## config.mk

```make
export PLATFORM = sky130hd
export DESIGN_NAME = uart_rx_ctrl
export DESIGN_NICKNAME = d
export VERILOG_FILES = /design/src/rtl/uart_rx_ctrl.sv
export SDC_FILE = /design/constraint.sdc
export NUM_CORES = 1
export LEC_CHECK = 0
export CORE_UTILIZATION = 55
export DETAILED_ROUTE_END_ITERATION = 16
export GPL_TIMING_DRIVEN = 1
export MAX_ROUTING_LAYER = met4
export PLACE_DENSITY = 0.77
export SLEW_MARGIN = 20
export SYNTH_ARGS = -nofsm -noshare
export SYNTH_HDL_FRONTEND = slang
export SYNTH_SLANG_ARGS = --single-unit
```

## constraint.sdc

```tcl
create_clock -name i_clk -period 2 [get_ports i_clk]
set_input_delay 0.4 -clock i_clk [delete_from_list [all_inputs] [get_ports i_clk]]
set_output_delay 0.4 -clock i_clk [all_outputs]
set_load 0.01 [all_outputs]
```

## src/rtl/uart_rx_ctrl.sv

```systemverilog
// -----------------------------------------------------------------------------
// uart_rx_ctrl
// Receive-side control FSM for an oversampling UART. It tracks frame timing
// with a per-bit edge counter, majority-votes three mid-bit samples, strobes
// each data bit out to an external deserializer, checks optional parity and
// the stop bit, and reports one outcome pulse per completed frame.
//
// Parameters
//   DATA_WIDTH  data bits per frame, LSB first
//   PRESCALE    clocks per bit (even, >= 4)
//
// Ports
//   i_clk                  clock, all state changes on the rising edge
//   i_rst                  asynchronous active-high reset
//   i_rx_in                serial line (idle high), already synchronous
//   i_parity_enable        1 = a parity bit follows the data bits
//   i_parity_type          0 = even, 1 = odd
//   o_sampled_bit          majority-voted data bit for the deserializer
//   o_deserializer_enable  one-cycle shift strobe
//   o_data_valid           one-cycle pulse, frame received without error
//   o_parity_error         one-cycle pulse, parity mismatch
//   o_stop_error           one-cycle pulse, stop bit sampled low
//   o_busy                 high while a frame is being received
// -----------------------------------------------------------------------------
module uart_rx_ctrl #(
    parameter int DATA_WIDTH = 8,
    parameter int PRESCALE   = 8
) (
    input  logic i_clk,
    input  logic i_rst,
    input  logic i_rx_in,
    input  logic i_parity_enable,
    input  logic i_parity_type,
    output logic o_sampled_bit,
    output logic o_deserializer_enable,
    output logic o_data_valid,
    output logic o_parity_error,
    output logic o_stop_error,
    output logic o_busy
);

    localparam int CNT_W = (PRESCALE > 1) ? $clog2(PRESCALE) : 1;
    localparam int IDX_W = (DATA_WIDTH > 1) ? $clog2(DATA_WIDTH) : 1;

    localparam logic [CNT_W-1:0] CNT_S0   = CNT_W'(PRESCALE / 2 - 1);
    localparam logic [CNT_W-1:0] CNT_S1   = CNT_W'(PRESCALE / 2);
    localparam logic [CNT_W-1:0] CNT_S2   = CNT_W'(PRESCALE / 2 + 1);
    localparam logic [CNT_W-1:0] CNT_LAST = CNT_W'(PRESCALE - 1);
    localparam logic [IDX_W-1:0] IDX_LAST = IDX_W'(DATA_WIDTH - 1);

    typedef enum logic [2:0] {
        ST_IDLE   = 3'd0,
        ST_START  = 3'd1,
        ST_DATA   = 3'd2,
        ST_PARITY = 3'd3,
        ST_STOP   = 3'd4
    } state_t;

    // Majority of three samples.
    function automatic logic maj3(input logic a, input logic b, input logic c);
        return (a & b) | (a & c) | (b & c);
    endfunction

    // Parity bit the transmitter should have sent for the accumulated data XOR.
    function automatic logic parity_expected(input logic xor_acc, input logic odd);
        return xor_acc ^ odd;
    endfunction

    state_t            state_r;
    logic [CNT_W-1:0]  cnt_r;
    logic [IDX_W-1:0]  bit_idx_r;
    logic              samp0_r;
    logic              samp1_r;
    logic              samp2_r;
    logic              par_en_r;
    logic              par_type_r;
    logic              par_acc_r;
    logic              par_err_r;
    logic              armed_r;   // line seen high since reset; blocks mid-frame restarts

    logic              third_s;
    logic              vote_s;
    logic              bit_end_s;

    // Bit vote; with PRESCALE=4 the third sample edge is the bit end itself,
    // so the live line value is used instead of a stored sample.
    always_comb begin
        third_s   = (CNT_S2 == CNT_LAST) ? i_rx_in : samp2_r;
        vote_s    = maj3(samp0_r, samp1_r, third_s);
        bit_end_s = (cnt_r == CNT_LAST);
    end

    // Frame FSM, edge counter, sample capture and registered outputs.
    always_ff @(posedge i_clk or posedge i_rst) begin
        if (i_rst) begin
            state_r               <= ST_IDLE;
            cnt_r                 <= '0;
            bit_idx_r             <= '0;
            samp0_r               <= 1'b0;
            samp1_r               <= 1'b0;
            samp2_r               <= 1'b0;
            par_en_r              <= 1'b0;
            par_type_r            <= 1'b0;
            par_acc_r             <= 1'b0;
            par_err_r             <= 1'b0;
            armed_r               <= 1'b0;
            o_sampled_bit         <= 1'b0;
            o_deserializer_enable <= 1'b0;
            o_data_valid          <= 1'b0;
            o_parity_error        <= 1'b0;
            o_stop_error          <= 1'b0;
            o_busy                <= 1'b0;
        end else begin
            o_deserializer_enable <= 1'b0;
            o_data_valid          <= 1'b0;
            o_parity_error        <= 1'b0;
            o_stop_error          <= 1'b0;

            if (state_r != ST_IDLE) begin
                if (cnt_r == CNT_S0) samp0_r <= i_rx_in;
                if (cnt_r == CNT_S1) samp1_r <= i_rx_in;
                if (cnt_r == CNT_S2) samp2_r <= i_rx_in;
                if (bit_end_s) begin
                    cnt_r <= '0;
                end else begin
                    cnt_r <= cnt_r + CNT_W'(1);
                end
            end

            case (state_r)
                ST_IDLE: begin
                    if (!armed_r) begin
                        armed_r <= i_rx_in;
                        cnt_r   <= '0;
                    end else if (!i_rx_in) begin
                        // This cycle is edge 0 of the start bit.
                        state_r    <= ST_START;
                        cnt_r      <= CNT_W'(1);
                        bit_idx_r  <= '0;
                        par_en_r   <= i_parity_enable;
                        par_type_r <= i_parity_type;
                        par_acc_r  <= 1'b0;
                        par_err_r  <= 1'b0;
                        o_busy     <= 1'b1;
                    end else begin
                        cnt_r <= '0;
                    end
                end

                ST_START: begin
                    if (bit_end_s) begin
                        if (vote_s) begin
                            state_r <= ST_IDLE;   // glitch, not a real start bit
                            o_busy  <= 1'b0;
                        end else begin
                            state_r <= ST_DATA;
                        end
                    end
                end

                ST_DATA: begin
                    if (bit_end_s) begin
                        o_sampled_bit         <= vote_s;
                        o_deserializer_enable <= 1'b1;
                        par_acc_r             <= par_acc_r ^ vote_s;
                        bit_idx_r             <= bit_idx_r + IDX_W'(1);
                        if (bit_idx_r == IDX_LAST) begin
                            state_r <= par_en_r ? ST_PARITY : ST_STOP;
                        end
                    end
                end

                ST_PARITY: begin
                    if (bit_end_s) begin
                        par_err_r <= (vote_s != parity_expected(par_acc_r, par_type_r));
                        state_r   <= ST_STOP;
                    end
                end

                ST_STOP: begin
                    if (bit_end_s) begin
                        state_r <= ST_IDLE;
                        o_busy  <= 1'b0;
                        if (par_err_r || !vote_s) begin
                            o_parity_error <= par_err_r;
                            o_stop_error   <= !vote_s;
                        end else begin
                            o_data_valid <= 1'b1;
                        end
                    end
                end

                default: begin
                    state_r <= ST_IDLE;
                    o_busy  <= 1'b0;
                end
            endcase
        end
    end

endmodule

```

[Yosys cells after proc, flatten, opt, wreduce, memory -nomap -nowiden]
Cells that the tools add are included.
Storage, ports and cells
  register bits after elaboration: 23
  latch bits: 0
  RAM bits: 0
  bits in read-only memories: 0
  bits of input ports: 5
  output and inout port bits: 6
  word-level logic and storage cells: 106
  memories: 0
Operators by class
  add/subtract/negate cells: 2
  multipliers: 0
  div/mod/pow operators: 0
  order comparisons: 0
  eq/ne operators: 18
  shift-type cells: 0
  multiplexer cells: 43
  bitwise logic cells: 9
  reductions and logical operators: 17
Operators with widths (number)
  3-bit 2-to-1 mux: 14
  1-bit 2-to-1 mux: 23
  2-bit != test (second input constant): 8
  3-bit equality test (second input constant): 5
  3-bit case mux with 5 select lines: 1
  3-bit by 2-bit equality test with 1-bit output (second input constant): 3
  2-bit AND reduction: 4
  4-bit AND reduction: 2
  7-bit AND reduction: 1
  3-bit by 1-bit adder with 3-bit output (second input constant): 2
  3-bit case mux with 2 select lines: 1
  6-bit AND reduction: 1
  2-bit nonzero test: 3
  1-bit case mux with 2 select lines: 2
  1-bit case mux with 4 select lines: 1
  1-bit AND: 3
  3-bit by 1-bit equality test with 1-bit output (second input constant): 1
  3-bit zero test: 1
  3-bit AND reduction: 1
  3-bit nonzero test: 1
  2-bit 2-to-1 mux: 1
  1-bit inverter: 2
  1-bit bitwise OR: 2
  2-bit OR reduction: 1
  4 further kinds: 5

[Logic depth before layout (Yosys ltp)]
Gate-level depths: netlist (run 1).
  word-level depth: 8
  mapped depth: 6
  mapped depth without buffers: 6

[Least setup slack after synthesis (run 1)]
Ideal clock, no wire load.
  path type: reg2reg
  from: register cnt_r[0]
  to: register bit_idx_r[0]
  setup time: 0.125 ns
  arrival: 1.472 ns
  required time: 1.875 ns
  setup slack: 0.403 ns
  stages on the path, launching flop included: 6
  buffers on the path: 0
  clock period less this slack: 1.597 ns
  path through: dfrtp_1 ha_1 ha_1 and2_2 and2_1 mux2_2
On the way
  word-level cells in the longest chain between the ends: 3
RTL lines
  start, declared: RTL line 70  | logic [CNT_W-1:0] cnt_r;
  start signal, assigned: RTL line 126  | cnt_r <= cnt_r + CNT_W'(1);
  3-bit equality test: RTL line 90  | bit_end_s = (cnt_r == CNT_LAST);
  2-bit != test (no line)
  4-bit AND reduction (no line)
  end signal, assigned: RTL line 166  | bit_idx_r <= bit_idx_r + IDX_W'(1);
  end, declared: RTL line 71  | logic [IDX_W-1:0] bit_idx_r;
No other way between the ends.
A chain may end at the register's enable or synchronous reset.

[Worst setup path in the final report (run 1)]
  from: register cnt_r[0]
  to: register bit_idx_r[2]
The elaborated chain is that of the path after synthesis.

==> results.toml, run 1 <==
[sta]
maxSlewHeadroom_pct = 72.4
fmax_ghz = 0.593
final_total_negative_setup_slack_ns = 0
fin_crit_ns = 1.69
finalHoldViolCount = 0
setup-violations-final = 0
fin_skew_ns = 0.00197
grt_setup_unrepaired = "no"
slew_worst_pin_ns = 0.414
final_worst_path_period_share_pct = 84.4
timing_max_transition_violations_final = 0

[setup_path]
worst-setup-path-type = "reg -> reg"
worst-path-buf-inv = 0
critical_path_required_ns = 2.25
critical_path_arrival_ns = 1.93
cpPeakStageDelay_ns = 0.44
cpMaxStageDelayCell = "dfrtp_1"
critical_path.reg2reg.startpoint = "cnt_r[0]"
timing.rr.end = "bit_idx_r[2]"
cp_top_family = "compound AO/OA/AOI/OAI gates"
path_depth = 5
reg2regPathDepth = 5
timing.critical_path.fanout_max = 4
crit_top_cell = "ha_1"
crit_path_cell_trace = "ha_1 -> ha_1 -> and2_2 -> o21ai_0 -> a22o_1"
ff2ff_setup_slack_ns = 0.31
crit_path_end = "bit_idx_r[2]"
worst_setup_path_startpoint = "cnt_r[0]"
worstSetupEndpointType = "register"
timing.critical_path.from_type = "register"

[cts]
path_clk_slew_ns = 0.12
cts_repair_resize_count = 0
clock_sinks = 23
worstSkewPairLatency_ns = 0.30
post_cts.repair.setup_buffers = 0
clock_tree_from_tritoncts = "yes"
cts_hold_buf = 0
numCtsBuffers = 3
root_buffer = "clkbuf_4"
max-clock-path-buffers = 2
level_count_of_the_clock_h_tree = 1

[cells_and_area]
finish.net_count = 120
layout.cells.most_common_list = "23 x dfrtp_1, 10 x clkdlybuf4s50_1, 8 x ha_1"
post_route_cells_drive_above_1_share_pct = 17.9
area.growth.synth_to_final_pct = 12.8
num_antenna_cells = 0
n_fill_cell = 165
finish.instance_area_sq_um = 1290
reg_top3 = "bit_idx_r (3), cnt_r (3), state_r (3)"
most_common_cell_after_layout_fill_and_taps_aside = "dfrtp_1"

[route]
post_drt_wl_per_cell_um = 13.0
detail_route.wirelength_um = 1720
final_antenna_net_count = 0
initialDrtViolationCount = 16
drc = 0
vias_after_detailed_routing = 720
tritonroute_pass_1_iters = 3
viasPerCell = 5.41

[outcome]
outcome = "complete, no violations"

[global_routing]
grt_first_pass_wirelength_um = 2780
grt.total_usage_pct = 18.3
grt_max_degree = 24
first_global_vias = 638
initial_antenna_violation_count = 0
sum_of_overflow_across_all_layers_after_global_routing = 0

[flow_run]
max-cap-violations = 0

[floorplan]
fp.coreArea_sq_um = 1960
initial_cell_density_of_the_core_pct = 58.3
die_h_um = 47.6
design.portCount = 11
std_cell_rows = 16
floorplan_die_area_sq_um = 2270
die_w_um = 47.6

[logic_synthesis]
synthesis.area_per_instance_sq_um = 12.3
synthesis.yosys.warnings = 0
postSynthCellCount = 93
post-synth-top-area-fraction_pct = 50.3
syn-cell-area_sq_um = 1140
mappedNetlistNets = 106
synth_sequential_area_ratio_pct = 50.3
number_of_unique_standard_cell_types_used_by_synthesis = 39
synthFlopType = "dfrtp_1"
async_reset_ff_share_pct = 100
edff_count_synth = 0
post_synth_main_area_contributors = "dfrtp_1 50%, ha_1 8.8%, mux2_2 3.0%, mux2_4 2.6%, buf_6 2.0%"
synth.largest_area_cell = "dfrtp_1"
number_of_flip_flops_and_latches_in_the_synthesized_netlist = 23

[power]
power.share.combinational_pct = 36.2
power.sequential.fraction_pct = 50.1
powerDensity_nw_per_um2 = 1160
p_sw_uw = 522
power_leakage_uw = 0.000613
cellInternalPower_uw = 970
sw_frac_of_total_pct = 35.0
max-vdd-ir-drop_mv = 0.649
power_frac_clock_pct = 13.8

[place]
hpwl_detailed_um = 1310
port_buffers = 10
postPlaceCellArea_sq_um = 1260
place.gp.congestion = 0.760

[hold_path]
hold_path.class = "in -> async"
worst min path at each step:
| stage | startpoint | endpoint | slack (ns) | cells past startpoint |
|---|---|---|---|---|
| after floorplan | i_rst | armed_r | 0.40 | 1 |
| after global placement | par_err_r | o_data_valid | 0.45 | 1 |
| after detailed placement | par_err_r | o_data_valid | 0.46 | 1 |
| after CTS | i_rst | state_r[2] | 0.43 | 3 |
| after global routing | i_rst | state_r[2] | 0.46 | 3 |
| final | i_rst | cnt_r[1] | 0.42 | 3 |
cell usage after synthesis, types with 2 or more instances:
cell type and count:
nand2_1 5, o21ai_0 3, nor3b_1 2, buf_6 2
mux2_4 2, ha_1 8, mux2_1 2, mux2_2 3
nand3_1 3, inv_1 6, a22o_1 2, dfrtp_1 23
nor2_1 6
metal layers:
metal	up-vias	wire [um]	part of all wire (%)	track usage [%]
li1	353	-	-	-
met1	355	822	48	24.0
met2	10	848	49	29.0
met3	2	40	2.3	2.26
met4	0	12	0.70	6.67
met5	-	0	0	-
cell type report:
type	count	area (sq um)	share of cell area, %
sequential	23	576	44.6
multi-input combinational	61	515	40.0
timing repair buffer	12	115	8.92
clock inverter	1	5.00	0.388
tap	27	33.8	2.62
clock buffer	3	22.5	1.75
inverter	6	22.5	1.75
worst reg2reg max path, stage by stage (launching register included):
cell,delay (ns)
dfrtp_1,0.44
ha_1,0.26
ha_1,0.20
and2_2,0.22
o21ai_0,0.31
a22o_1,0.21
per-stage QoR:
| stage | utilization, % | hold WS (ns) | setup slack, ns | instances | total power (uW) |
|---|---|---|---|---|---|
| after floorplan | - | 0.402 | 0.403 | 93 | 1170 |
| after global placement | 64.3 | 0.453 | 0.270 | 129 | 1270 |
| after detailed placement | 64.3 | 0.460 | 0.221 | 129 | 1300 |
| after CTS | 65.8 | 0.432 | 0.318 | 133 | 1500 |
| after global routing | 65.8 | 0.460 | 0.236 | 133 | 1620 |
| final | 65.8 | 0.422 | 0.313 | 133 | 1490 |
kinds of logic (layout without fill, tap and decap cells):
family                   count (synthesis)  after routing  synth area share [%]
AO/OA/AOI/OAI                           13             13                  8.53
XOR/XNOR                                 2              2                  1.53
adder cells (fa/ha/maj)                  9              9                  9.63
buffers and inverters                    9             22                  4.60
flip-flops                              23             23                  50.3
multiplexers                             8              8                  8.42
AND/OR/NAND/NOR                         29             29                  17.0
power by group through the flow:
stage / clock, uW / combinational (uW) / sequential, uW
detailed placement: 0 / 542 / 756
global placement: 0 / 527 / 747
floorplan: 0 / 469 / 703
finish: 205 / 540 / 747
CTS: 213 / 545 / 745
global route: 239 / 610 / 766
(Power assumes the default switching activity.)
==> run 2, diff against run 1 <==
==> constraint.sdc (replaced) <==
create_clock -name i_clk -period 1.6 [get_ports i_clk]
set_input_delay 0.32 -clock i_clk [delete_from_list [all_inputs] [get_ports i_clk]]
set_output_delay 0.32 -clock i_clk [all_outputs]
set_load 0.01 [all_outputs]
==> run 2 against run 1 <==
  * Die area did not move
  * Final area rose by 5.3%
  * Core utilization grew 3.5 points
  * Highest routed layer unchanged
==> results.toml, run 2 (same netlist as run 1, synthesis figures left out) <==
[outcome]
outcome = "complete, no violations"

[place]
preCtsSetupSlack_ns = -0.0228
hpwl_detailed_um = 1460
place.gp.congestion = 0.811
port_buffers = 10

[sta]
finalHoldViolCount = 0
timing_max_transition_violations_final = 0
fmax_ghz = 0.649
postLayoutSetupSlackWorst_ns = 0.0596
slew_worst_pin_ns = 0.300
fin_crit_ns = 1.54
fin_skew_ns = 0.00529
final_worst_path_period_share_pct = 96.3
setup-violations-final = 0
maxSlewHeadroom_pct = 80.0
grt_setup_unrepaired = "no"

[cells_and_area]
num_antenna_cells = 0
n_fill_cell = 178
post_route_cells_drive_above_1_share_pct = 25.4
finish.net_count = 128
area.growth.synth_to_final_pct = 18.8
reg_top3 = "bit_idx_r (3), cnt_r (3), state_r (3)"
most_common_cell_after_layout_fill_and_taps_aside = "dfrtp_1"
layout.cells.most_common_list = "23 x dfrtp_1, 10 x buf_4, 9 x clkdlybuf4s50_1"

[floorplan]
floorplan_die_area_sq_um = 2270
die_h_um = 47.6
initial_cell_density_of_the_core_pct = 58.3
die_w_um = 47.6
std_cell_rows = 16
design.portCount = 11
fp.coreArea_sq_um = 1960

[power]
cellInternalPower_uw = 1290
total_power_uw = 1990
power_leakage_uw = 0.000653
max-vdd-ir-drop_mv = 0.900
powerDensity_nw_per_um2 = 1460
sw_frac_of_total_pct = 35.1
p_sw_uw = 697
power.share.combinational_pct = 40.9
power_frac_clock_pct = 13.6
power.sequential.fraction_pct = 45.5

[route]
final_antenna_net_count = 0
initialDrtViolationCount = 6
tritonroute_pass_1_iters = 4
drc = 0
vias_after_detailed_routing = 765
detail_route.wirelength_um = 1940
post_drt_wl_per_cell_um = 13.8
viasPerCell = 5.43

[setup_path]
timing.critical_path.fanout_max = 3
ff2ff_setup_slack_ns = 0.06
critical_path_arrival_ns = 1.76
cpPeakStageDelay_ns = 0.41
crit_path_cell_trace = "ha_2 -> buf_4 -> ha_1 -> and3_4 -> mux2_1"
critical_path_required_ns = 1.82
cp_top_family = "adder cells"
worst-path-buf-inv = 1
worstSetupEndpointType = "register"
cpMaxStageDelayCell = "dfrtp_1"
worst-setup-path-type = "reg -> reg"
timing.critical_path.from_type = "register"

[cts]
cts_hold_buf = 0
numCtsBuffers = 3
clock_sinks = 23
path_clk_slew_ns = 0.13
worstSkewPairLatency_ns = 0.32
max-clock-path-buffers = 2
root_buffer = "clkbuf_4"
level_count_of_the_clock_h_tree = 1
clock_tree_from_tritoncts = "yes"

[global_routing]
grt_first_pass_wirelength_um = 2960
first_global_vias = 696
grt.total_usage_pct = 20.0
initial_antenna_violation_count = 0
sum_of_overflow_across_all_layers_after_global_routing = 0
grt_max_degree = 24

[flow_run]
max-cap-violations = 0

[hold_path]
hold_path.class = "in -> async"
run 2: final timing paths:
kind,cells after the start,start,endpoint
max in group asynchronous,3,i_rst,samp1_r
setup / recovery,5,cnt_r[0],o_sampled_bit
hold reg to reg,1,par_err_r,o_data_valid
min in group i_clk,1,par_err_r,o_data_valid
hold / removal,3,i_rst,cnt_r[1]
setup reg to reg,5,cnt_r[0],o_sampled_bit
run 2: power by group through the flow:
stage | registers (uW) | logic (uW) | clock network [uW]
after global routing | 927 | 899 | 293
after detailed placement | 918 | 795 | 0
after CTS | 904 | 823 | 276
after floorplan | 879 | 587 | 0
final | 905 | 814 | 270
after global placement | 906 | 765 | 0
run 2: routing by layer:
metal	vias up	GRT usage (%)	wire (um)
li1	369	-	-
met1	378	23.5	865
met2	13	33.2	971
met3	5	3.40	58
met4	0	10.0	46
met5	-	-	0
run 2: tightest hold or removal path, cell delays in order:
cell,delay (ns)
clkdlybuf4s50_1,0.40
inv_1,0.05
buf_4,0.28
run 2: final cells by class:
type | instances | area (sq um) | area share (%)
clock inverters | 1 | 5.00 | 0.368
clock buffers | 3 | 22.5 | 1.66
well taps | 27 | 33.8 | 2.49
repair buffers | 20 | 178 | 13.1
flip-flops and latches | 23 | 576 | 42.4
multi-input cells | 61 | 522 | 38.4
inverters | 6 | 22.5 | 1.66
run 2: repair_timing:
action | in CTS | in global routing
endpoints found under the setup margin | 2 | 6
buffers inserted | 1 | 0
cloned | 0 | 0
gates resized for setup | 0 | 5
run 2: stage by stage:
stage,cells,TNS (ns),area [sq um],utilization [%],hold slack [ns]
5_1_grt,141,0,1360,69.3,0.385
3_3_place_gp,136,0,1320,67.0,0.454
3_5_place_dp,136,-0.0228,1320,67.0,0.452
2_1_floorplan,93,0,1140,-,0.322
6_report,141,0,1360,69.3,0.326
4_1_cts,141,0,1350,68.8,0.337
